$ cat src/rtl/bus_dma.sv
// Purpose: bus-master DMA that copies `length` 32-bit words from src_addr.. to dst_addr.. over a shared bus.
// Latency: 1 (REQ) + 3 per word (RD/CAP/WR) + 1 (DONE) cycles after an accepted start when grant is held.
// Backpressure: M_grant low freezes the sequencer in place; the bus is held from REQ through the last write.
//
// Ports:
//   clk, reset                   : single clock, synchronous active-high reset
//   start, src_addr, dst_addr,
//   length                       : copy request, sampled only while idle
//   M_grant, M_din               : arbiter grant and read data from the bus
//   M_req, M_wr, M_address,
//   M_dout                       : registered bus request, direction, address and write data
//   busy, done                   : registered status; done is a one-cycle completion pulse
module bus_dma (
    input  logic        clk,
    input  logic        reset,
    input  logic        start,
    input  logic [7:0]  src_addr,
    input  logic [7:0]  dst_addr,
    input  logic [7:0]  length,
    input  logic        M_grant,
    input  logic [31:0] M_din,
    output logic        M_req,
    output logic        M_wr,
    output logic [7:0]  M_address,
    output logic [31:0] M_dout,
    output logic        busy,
    output logic        done
);

    typedef enum logic [2:0] {
        IDLE = 3'd0,
        REQ  = 3'd1,
        RD   = 3'd2,
        CAP  = 3'd3,
        WR   = 3'd4,
        DONE = 3'd5
    } state_t;

    state_t      state;
    state_t      state_nxt;

    logic [7:0]  src_q;
    logic [7:0]  dst_q;
    logic [7:0]  cnt_q;
    logic [31:0] data_q;

    logic [7:0]  src_nxt;
    logic [7:0]  dst_nxt;
    logic [7:0]  cnt_nxt;
    logic [31:0] data_nxt;

    logic        req_nxt;
    logic        wr_nxt;
    logic [7:0]  addr_nxt;
    logic [31:0] dout_nxt;
    logic        busy_nxt;
    logic        done_nxt;

    // A word is written only on a cycle where the registered write strobe is
    // already on the bus and the arbiter grants it. After a grant gap M_wr is
    // re-raised first, so the resumed write is a full, visible bus cycle.
    logic        wr_commit;
    assign wr_commit = (state == WR) && M_grant && M_wr;

    // State register
    always_ff @(posedge clk) begin
        if (reset) begin
            state <= IDLE;
        end else begin
            state <= state_nxt;
        end
    end

    // Next-state logic
    always_comb begin
        state_nxt = state;
        case (state)
            IDLE: begin
                if (start) begin
                    state_nxt = (length == 8'd0) ? DONE : REQ;
                end
            end
            REQ:  if (M_grant) state_nxt = RD;
            RD:   if (M_grant) state_nxt = CAP;
            CAP:  if (M_grant) state_nxt = WR;
            WR: begin
                if (wr_commit) begin
                    state_nxt = (cnt_q == 8'd1) ? DONE : RD;
                end
            end
            DONE:    state_nxt = IDLE;
            default: state_nxt = IDLE;
        endcase
    end

    // Output / datapath logic: everything is computed for the next state so
    // the bus outputs can be registered with no combinational path to ports.
    always_comb begin
        src_nxt  = src_q;
        dst_nxt  = dst_q;
        cnt_nxt  = cnt_q;
        data_nxt = data_q;

        if (state == IDLE && start && length != 8'd0) begin
            src_nxt = src_addr;
            dst_nxt = dst_addr;
            cnt_nxt = length;
        end
        if (state == CAP && M_grant) begin
            data_nxt = M_din;
        end
        if (wr_commit) begin
            src_nxt = src_q + 8'd1;
            dst_nxt = dst_q + 8'd1;
            cnt_nxt = cnt_q - 8'd1;
        end

        req_nxt  = (state_nxt == REQ) || (state_nxt == RD) ||
                   (state_nxt == CAP) || (state_nxt == WR);
        busy_nxt = req_nxt;
        done_nxt = (state_nxt == DONE);
        // Grant is the best predictor of whether the next cycle may write.
        wr_nxt   = (state_nxt == WR) && M_grant;

        case (state_nxt)
            RD, CAP: addr_nxt = src_nxt;
            WR:      addr_nxt = dst_nxt;
            default: addr_nxt = 8'd0;
        endcase
        dout_nxt = (state_nxt == WR) ? data_nxt : 32'd0;
    end

    // Datapath and output registers
    always_ff @(posedge clk) begin
        if (reset) begin
            src_q     <= 8'd0;
            dst_q     <= 8'd0;
            cnt_q     <= 8'd0;
            data_q    <= 32'd0;
            M_req     <= 1'b0;
            M_wr      <= 1'b0;
            M_address <= 8'd0;
            M_dout    <= 32'd0;
            busy      <= 1'b0;
            done      <= 1'b0;
        end else begin
            src_q     <= src_nxt;
            dst_q     <= dst_nxt;
            cnt_q     <= cnt_nxt;
            data_q    <= data_nxt;
            M_req     <= req_nxt;
            M_wr      <= wr_nxt;
            M_address <= addr_nxt;
            M_dout    <= dout_nxt;
            busy      <= busy_nxt;
            done      <= done_nxt;
        end
    end

endmodule
$ cat config.mk
export PLATFORM = sky130hd
export DESIGN_NAME = bus_dma
export DESIGN_NICKNAME = d
export VERILOG_FILES = /design/src/rtl/bus_dma.sv
export SDC_FILE = /design/constraint.sdc
export NUM_CORES = 1
export LEC_CHECK = 0
export CAP_MARGIN = 25
export CORE_UTILIZATION = 30
export CTS_CLUSTER_SIZE = 12
export DETAILED_ROUTE_END_ITERATION = 6
export PLACE_DENSITY = 0.52
export SETUP_SLACK_MARGIN = 0.15
export SYNTH_ARGS = -nofsm -noshare
export SYNTH_HDL_FRONTEND = slang
export SYNTH_SLANG_ARGS = --single-unit
$ cat constraint.sdc
create_clock -name clk -period 2.8 [get_ports clk]
set_input_delay 0.56 -clock clk [delete_from_list [all_inputs] [get_ports clk]]
set_output_delay 0.56 -clock clk [all_outputs]
set_load 0.01 [all_outputs]
==> results of run 1 <==
-- flip-flops by register name, indices dropped and copies added (netlist names) --
register	flops
busy	1
dst_q	8
state	3
cnt_q	8
M_address	8
src_q	8
M_wr	1
M_dout	32
data_q	32
done	1
-- how the worst min path moves through the flow --
stage | startpoint | endpoint | slack, ns | depth (start not counted)
final | data_q[6]$_SDFF_PP0_ | data_q[6]$_SDFF_PP0_ | 0.45 | 2
after global routing | data_q[13]$_SDFF_PP0_ | data_q[13]$_SDFF_PP0_ | 0.48 | 2
after CTS | data_q[30]$_SDFF_PP0_ | data_q[30]$_SDFF_PP0_ | 0.46 | 2
after detailed placement | data_q[13]$_SDFF_PP0_ | data_q[13]$_SDFF_PP0_ | 0.45 | 2
after global placement | data_q[1]$_SDFF_PP0_ | data_q[1]$_SDFF_PP0_ | 0.44 | 2
after floorplan | data_q[0]$_SDFF_PP0_ | data_q[0]$_SDFF_PP0_ | 0.43 | 2
-- power breakdown --
group	internal [mW]	switching, mW	leakage (nW)
Combinational	0.184	0.155	0.981
Sequential	1.49	0.0393	0.826
Clock	0.614	0.569	0.138
Total	2.29	0.763	1.94
-- cell families (layout without fill, tap and decap cells) --
group	count (synthesis)	after routing	share of synthesized area
AO/OA/AOI/OAI	88	88	0.150
buffers and inverters	36	144	0.0401
XOR/XNOR	1	1	0.00225
adder cells (fa/ha/maj)	4	4	0.0128
AND/OR/NAND/NOR	190	190	0.241
flip-flops	102	102	0.524
multiplexers	11	11	0.0302
-- layout make-up --
cell class                 instances  area, µm²  area share
sequential                       102       2040       0.375
multi-input combinational        294       1710       0.313
timing repair buffer             119       1170       0.215
clock buffer                       9        225      0.0413
tap                              172        215      0.0395
clock inverter                     7       55.1      0.0101
inverter                           9       33.8     0.00620
-- cell usage after synthesis, types with 3 or more instances --
library cell,n
dfxtp_1,102
nand2_1,82
a21oi_1,39
and2_1,33
nor2_1,23
clkbuf_1,17
nor3_1,12
a221oi_1,9
inv_1,9
nand3_1,8
mux2_2,6
a31oi_1,5
buf_2,5
mux2i_1,5
ha_1,4
nor4_1,4
o21ai_0,4
o22ai_1,4
o32ai_1,4
a211oi_1,3
and3_1,3
nor2b_1,3
nor3b_1,3
o211ai_1,3
or2_2,3
-- metrics by stage --
step                instances  cell area, µm²  setup slack (ns)  power, mW  utilization
finish                    712            5450             0.462       3.05        0.430
global route              712            5450             0.353       3.20        0.430
CTS                       712            5450             0.494       3.10        0.430
detailed placement        696            5170             0.131       1.90        0.408
global placement          696            5170             0.162       1.90        0.408
floorplan                 432            3900             0.596       1.73            -
-- worst reg2reg max path, cell delays in order, from the launching register on --
cell and delay [ns]:
dfxtp_1 0.47, or3b_4 0.45, or2_1 0.34, or4_4 0.46, o311ai_0 0.29, a31oi_1 0.12
-- per-layer routing --
metal / vias up / GRT usage / wire (µm) / part of all wire
met5: - / 0 / 0 / 0
met4: 0 / 0.0624 / 171 / 0.017
met3: 13 / 0.0262 / 469 / 0.047
met2: 79 / 0.253 / 4820 / 0.48
met1: 1585 / 0.210 / 4590 / 0.46
li1: 1702 / - / - / -
==> results_dict.tcl, run 1 <==
set metrics [dict create \
    outcome "completed" \
    fin_skew_ns 0.00830 \
    yosysSeqAreaShare 0.524 \
    r2r_slack_ns 0.51 \
    powerDensity_nw_per_um2 560 \
    synthTopCellsByArea "dfxtp_1, nand2_1, and2_1" \
    cts_tree "built" \
    post_cts_resized 0 \
    ys_types 57 \
    path_class "input port to flop" \
    synthFlopType "dfxtp_1" \
    row_count 41 \
    crit_chain "clkdlybuf4s50_1, nor4b_2, buf_4, a21boi_2, buf_12, mux2i_1, a221oi_1, o22ai_1" \
    wl_um 10000 \
    n_antenna_cell 0 \
    critPathMaxFanout 23 \
    yosys.area.top_type "dfxtp_1" \
    routed_via_density 4.75 \
    synth_top_area_share 0.524 \
    slew_headroom 0.442 \
    grt_pass1_vias 3195 \
    cpPeakStageDelay_ns 0.48 \
    grt_max_degree 44 \
    worstPathRequired_ns 3.02 \
    fp.dieW_um 116 \
    rsz0062_at_grt "no" \
    post_drt_wl_per_cell_um 14.1 \
    path_clk_slew_ns 0.07 \
    pin_count 104 \
    cts_buffer_depth 2 \
    rr_worst_depth 5 \
    detail_route.first_pass.iterations 4 \
    hp-class "flop to flop" \
    hold_viol_final 0 \
    setup_tns_ns 0 \
    root_buffer "clkbuf_16" \
    synth_area_um2 3900 \
    grt_usage 0.157 \
    antenna_found_initial 0 \
    slowest_stage "clkdlybuf4s50_1" \
    grt_first_pass_wirelength_um 16100 \
    worst-path-buf-inv 3 \
    worstReg2RegEnd "cnt_q[5]$_SDFFE_PP0P_" \
    ant_nets 0 \
    syn_nets 496 \
    cts_sinks 102 \
    drv_cap 0 \
    r2r_start "state[2]$_SDFF_PP0_" \
    area_growth_pct 39.8 \
    hold_slack_ns 0.453 \
    path_delay_family "buffers and inverters" \
    cp-startpoint "start" \
    dieArea_um2 13500 \
    overflow 0 \
    setup_violations 0 \
    cp_num_cells 8 \
    cts_setup_buffers 0 \
    layout_common_cells "dfxtp_1, clkdlybuf4s50_1, nand2_1" \
    min_period_over_period 0.835 \
    nFillCells 1286 \
    worstPathArrival_ns 2.55 \
    start_util 0.308 \
    cts_made_buffers 9 \
    ys_ff_latch 102 \
    critical_path.endpoint "M_address[7]$_SDFF_PP0_" \
    post_synth.cell_area_avg_um2 9.02 \
    slew_viol_final 0 \
    worst_pin_slew_ns 0.836 \
    drive_gt1_frac 0.100 \
    nets 599 \
    cts_hold_buf 0 \
    dieHeight_um 116 \
    startpoint_type "input port" \
    yosys_warnings 0 \
    drc 0 \
    htreeDepth 3 \
    placeableCoreArea_um2 12700 \
    dp_hpwl_um 7040 \
    ir_worst_vdd_mv 0.225 \
    num_vias 3379 \
    clk_latency_ns 0.34 \
    drt_iter0_drc 229 \
    max_freq_mhz 428 \
    netlist_instances 432 \
    async_flop_share 0 \
    portBuffers 103 \
    synth_enable_flop_cells 0 \
    globalplace.congestion 0.784 \
    period_needed_ns 2.34 \
    worst_setup_path_end_kind "flop" \
    cellLeakagePower_nw 1.94 \
]
(Power assumes the default switching activity.)
==> run 2: changes to the inputs <==
==> constraint.sdc (replaced) <==
create_clock -name clk -period 2.4 [get_ports clk]
set_input_delay 0.48 -clock clk [delete_from_list [all_inputs] [get_ports clk]]
set_output_delay 0.48 -clock clk [all_outputs]
set_load 0.01 [all_outputs]
==> run 2 against run 1 <==
Utilization rose by 1.5 points. Critical path depth fell by 1. Power increased by 21%. Highest routed layer unchanged. Worst setup slack lost 0.19 ns. Via count increased by 2.3%.
==> results_dict.tcl, run 2 (same netlist as run 1, synthesis figures left out) <==
set metrics [dict create \
    row_count 41 \
    cts_hold_buf 0 \
    antenna_found_initial 0 \
    routed_via_density 4.75 \
    drt_iter0_drc 162 \
    globalplace.congestion 0.794 \
    dieArea_um2 13500 \
    cts_sinks 102 \
    reg_top3 "M_dout (32), data_q (32)" \
    rsz0062_at_grt "no" \
    fp.dieW_um 116 \
    cts_made_buffers 9 \
    post_drt_wl_per_cell_um 13.9 \
    worstPathArrival_ns 2.41 \
    critPathMaxFanout 4 \
    worst_pin_slew_ns 0.654 \
    pin_count 104 \
    cts_tree "built" \
    min_period_over_period 0.888 \
    htreeDepth 3 \
    nets 615 \
    drc 0 \
    n_antenna_cell 0 \
    layout_common_cells "dfxtp_1, clkdlybuf4s50_1, nand2_1" \
    cts_setup_buffers 0 \
    fin_area_um2 5630 \
    worstPathRequired_ns 2.68 \
    drive_gt1_frac 0.131 \
    portBuffers 103 \
    grt_usage 0.158 \
    period_needed_ns 2.13 \
    pre_cts_ws_ns -0.158 \
    outcome "completed" \
    dieHeight_um 116 \
    path_clk_slew_ns 0.07 \
    detail_route.first_pass.iterations 4 \
    ant_nets 0 \
    grt_max_degree 35 \
    startpoint_type "input port" \
    grt_pass1_vias 3401 \
    setup_violations 0 \
    slew_viol_final 0 \
    powerDensity_nw_per_um2 657 \
    cellLeakagePower_nw 2.04 \
    area_growth_pct 44.5 \
    cts_buffer_depth 2 \
    dp_hpwl_um 7070 \
    final_util 0.445 \
    hp-class "flop to flop" \
    overflow 0 \
    fin_skew_ns 0.0103 \
    worst_setup_path_end_kind "flop" \
    hold_viol_final 0 \
    start_util 0.308 \
    placeableCoreArea_um2 12700 \
    grt_first_pass_wirelength_um 16400 \
    setup_slack_ns 0.268 \
    slew_headroom 0.564 \
    path_class "input port to flop" \
    ir_worst_vdd_mv 0.420 \
    root_buffer "clkbuf_16" \
    max_freq_mhz 469 \
    num_vias 3456 \
    drv_cap 0 \
    clk_latency_ns 0.35 \
    setup_tns_ns 0 \
    wl_um 10100 \
    nFillCells 1265 \
    post_dp_cell_area_um2 5320 \
]
## run 2: cell types whose count changed in the layout (fill, tap and decap cells not counted), sizes merged
| cell | before | now |
|---|---|---|
| clkinv | 3 | 1 |
| clkinvlp | 1 | 2 |
| bufinv | 0 | 1 |
| buf | 17 | 33 |
## run 2: path summary, 6_finish.rpt
| check | cells after the start | slack (ns) | end | start |
|---|---|---|---|---|
| hold reg to reg | 2 | 0.45 | data_q[6]$_SDFF_PP0_ | data_q[6]$_SDFF_PP0_ |
| setup reg to reg | 7 | 0.28 | M_address[2]$_SDFF_PP0_ | state[0]$_SDFF_PP0_ |
| hold / removal | 2 | 0.45 | data_q[6]$_SDFF_PP0_ | data_q[6]$_SDFF_PP0_ |
| setup / recovery | 7 | 0.27 | M_address[4]$_SDFF_PP0_ | M_grant |
## run 2: timing repair
item | in CTS | in global routing
setup endpoints to repair | 0 | 5
hold endpoints to repair | 0 | 0
gates resized for setup | 0 | 4
## run 2: critical path, cell delays in order
cell	delay [ns]
clkdlybuf4s50_1	0.43
buf_4	0.15
and3b_1	0.17
a221oi_1	0.25
o22a_1	0.23
or3b_2	0.52
o22ai_1	0.18
## run 2: report_power, final
part | internal (mW) | switching, mW
Clock | 0.822 | 0.675
Combinational | 0.230 | 0.188
Sequential | 1.74 | 0.0453
## run 2: cell type report
type	count	area, µm²	share of cell area
clock buffer	9	225	0.0400
sequential	102	2040	0.362
inverter	9	33.8	0.00600
multi-input combinational	294	1720	0.306
timing repair buffer	135	1320	0.234
clock inverter	7	78.8	0.0140
tap	172	215	0.0382
## run 2: stage by stage
stage / hold WS, ns / power [mW] / instances
6_report: 0.452 / 3.70 / 728
2_1_floorplan: 0.434 / 2.02 / 432
5_1_grt: 0.469 / 3.85 / 728
4_1_cts: 0.455 / 3.74 / 728
3_5_place_dp: 0.445 / 2.24 / 712
3_3_place_gp: 0.440 / 2.23 / 712
## run 2: routing by layer
layer | up-vias | GRT usage | routed length [µm]
li1 | 1733 | - | -
met3 | 18 | 0.0361 | 461
met1 | 1628 | 0.191 | 4550
met5 | - | 0 | 0
met4 | 0 | 0.0718 | 223
met2 | 77 | 0.268 | 4900
==> run 3: changes to the inputs <==
--- a/config.mk
+++ b/config.mk
@@ -5,11 +5,12 @@
 export SDC_FILE = /design/constraint.sdc
 export NUM_CORES = 1
 export LEC_CHECK = 0
+export ABC_AREA = 1
 export CAP_MARGIN = 25
-export CORE_UTILIZATION = 30
+export CORE_UTILIZATION = 49
 export CTS_CLUSTER_SIZE = 12
 export DETAILED_ROUTE_END_ITERATION = 6
-export PLACE_DENSITY = 0.52
+export PLACE_DENSITY = 0.77
 export SETUP_SLACK_MARGIN = 0.15
 export SYNTH_ARGS = -nofsm -noshare
 export SYNTH_HDL_FRONTEND = slang
==> run 3 against run 2 <==
Count of clock-buffer cells in the layout up 1. Combinational power up 3%. Sequential share of layout area is 0.15 points higher. Worst setup slack improved by 0.20 ns. Via count grew 11%. Clock skew fell by 0.0041 ns. Area after synthesis grew 8.7%. Power fell by 12%. Highest routed layer unchanged. Largest cell class unchanged. Critical path type unchanged. Maximum frequency is 10% higher. Sequential cell count unchanged. First-iteration DRC count decreased by 17%. Global-route usage grew 6.8 points.
==> results_dict.tcl, run 3 <==
set metrics [dict create \
    dieHeight_um 95.0 \
    nFillCells 691 \
    rr_worst_depth 11 \
    worstPathArrival_ns 2.25 \
    synth_top_family_by_area "simple AND/OR/NAND/NOR gates" \
    yosys.area.top_type "dfxtp_1" \
    cpPeakStageDelay_ns 0.51 \
    setup_violations 0 \
    cts_sinks 102 \
    dp_hpwl_um 7000 \
    path_clk_slew_ns 0.10 \
    slowest_stage "clkdlybuf4s50_1" \
    start_util 0.511 \
    dieArea_um2 9020 \
    ys_types 32 \
    post_synth.cell_area_avg_um2 7.58 \
    post_cts_resized 0 \
    cts_hold_buf 0 \
    yosysSeqAreaShare 0.482 \
    r2r_slack_ns 0.51 \
    syn_nets 623 \
    detail_route.first_pass.iterations 4 \
    cp_num_cells 10 \
    layout_common_cells "nand2_1, dfxtp_1, clkdlybuf4s50_1" \
    synth_most_common_cell "nand2_1" \
    cellLeakagePower_nw 2.63 \
    num_vias 3829 \
    fin_cells 780 \
    synth_enable_flop_cells 0 \
    pin_count 104 \
    crit_chain "clkdlybuf4s50_1, inv_1, nand2_1, o21ai_0, a21oi_1, nand2_2, nor2_8, nand2_4, buf_12, nor2_1" \
    portBuffers 103 \
    drive_gt1_frac 0.0904 \
    muxShareOfSynthArea 0.0590 \
    n_antenna_cell 0 \
    cts_setup_buffers 0 \
    grt_pass1_vias 3579 \
    cts_buffer_depth 2 \
    cts_tree "built" \
    cts_made_buffers 9 \
    worstHoldStart "reset" \
    worst_setup_path_end_kind "flop" \
    async_flop_share 0 \
    r2r_start "state[0]$_SDFF_PP0_" \
    slew_viol_final 0 \
    path_class "input port to flop" \
    drv_cap 0 \
    worst-path-buf-inv 3 \
    synth_xor_area_frac 0.00620 \
    antenna_found_initial 0 \
    yosys.area_share.simple 0.318 \
    layout_commonest_cell "nand2_1" \
    clk_latency_ns 0.38 \
    synth_adder_area_share 0.0118 \
    cp-startpoint "M_grant" \
    worst_pin_slew_ns 0.518 \
    routed_via_density 4.91 \
    overflow 0 \
    ir_worst_vdd_mv 0.447 \
    ant_nets 0 \
    globalplace.congestion 0.865 \
    outcome "completed" \
    critPathMaxFanout 21 \
    startpoint_type "input port" \
    reg_top3 "M_dout (32), data_q (32)" \
    synth_area_um2 4240 \
    wl_um 9710 \
    hp-class "input port to flop" \
    grt_first_pass_wirelength_um 15700 \
    hold_viol_final 0 \
    row_count 33 \
    setup_tns_ns 0 \
    area_growth_pct 32.4 \
    synth_compound_area_frac 0.0399 \
    rsz0062_at_grt "no" \
    path_delay_family "buffers and inverters" \
    min_period_over_period 0.805 \
    drt_iter0_drc 134 \
    synthTopCellsByArea "dfxtp_1, nand2_1, nor2_1" \
    placeableCoreArea_um2 8300 \
    fin_skew_ns 0.00618 \
    post_drt_wl_per_cell_um 12.4 \
    period_needed_ns 1.93 \
    drc 0 \
    synth_top_area_share 0.482 \
    synthFlopType "dfxtp_1" \
    critical_path.endpoint "M_dout[29]$_SDFF_PP0_" \
    dp_cells 763 \
    yosys_warnings 0 \
    grt_max_degree 44 \
    netlist_instances 559 \
    htreeDepth 3 \
    worstReg2RegEnd "M_dout[29]$_SDFF_PP0_" \
    grt_usage 0.226 \
    worstPathRequired_ns 2.72 \
    ys_ff_latch 102 \
    slew_headroom 0.654 \
    synthTopCellsByCount "nand2_1, dfxtp_1, nor2_1" \
    root_buffer "clkbuf_8" \
    fp.dieW_um 95.0 \
    powerDensity_nw_per_um2 579 \
    nets 734 \
    max_freq_mhz 517 \
]
## run 3: kinds of logic after synthesis
group	count (synthesis)
simple gates	310
buf+inv	84
xor+xnor	3
flops	102
mux	25
fa+ha+maj	4
compound gates	31
## run 3: worst reg2reg max path, cell delays in order (launching register included)
cell     delay [ns]
dfxtp_1        0.37
nor2_2         0.19
nand3_2        0.10
buf_4          0.15
inv_2          0.10
nand2_1        0.11
nand2_1        0.12
nor2_4         0.07
nor2_8         0.17
nand2_4        0.15
buf_12         0.21
nor2_1         0.10
## run 3: per-layer routing
layer,routed length [µm],vias to the layer above,part of all wire,GRT usage
met3,937,15,0.096,0.0918
met2,4500,123,0.46,0.381
li1,-,1959,-,-
met1,4130,1732,0.43,0.260
met5,0,-,0,0
met4,142,0,0.015,0.0720
## run 3: final cells by class
type	instances	area (µm²)	share of cell area
inverter	63	236	0.0421
multi-input combinational	373	1840	0.328
timing repair buffer	121	1170	0.209
sequential	102	2040	0.364
tap	105	131	0.0234
clock buffer	10	128	0.0227
clock inverter	6	57.6	0.0103
## run 3: per-stage QoR
step | hold slack (ns) | cell area, µm² | power, mW | setup WS (ns) | utilization
global placement | 0.470 | 5420 | 2.22 | -0.0745 | 0.653
finish | 0.476 | 5610 | 3.25 | 0.467 | 0.676
floorplan | 0.454 | 4240 | 2.05 | 0.886 | -
CTS | 0.461 | 5600 | 3.27 | 0.282 | 0.675
global route | 0.497 | 5610 | 3.40 | 0.325 | 0.676
detailed placement | 0.480 | 5420 | 2.24 | -0.105 | 0.653
## run 3: how the worst min path moves through the flow
stage	depth (start not counted)	endpoint	slack, ns
floorplan	2	cnt_q[1]$_SDFFE_PP0P_	0.45
global placement	2	data_q[16]$_SDFF_PP0_	0.47
detailed placement	2	cnt_q[1]$_SDFFE_PP0P_	0.48
CTS	2	src_q[7]$_SDFF_PP0_	0.46
global route	2	src_q[3]$_SDFF_PP0_	0.50
finish	2	src_q[7]$_SDFF_PP0_	0.48
## run 3: report_power, final
group | internal, mW | switching [mW]
clock | 0.407 | 0.635
combinational | 0.203 | 0.226
sequential | 1.74 | 0.0364
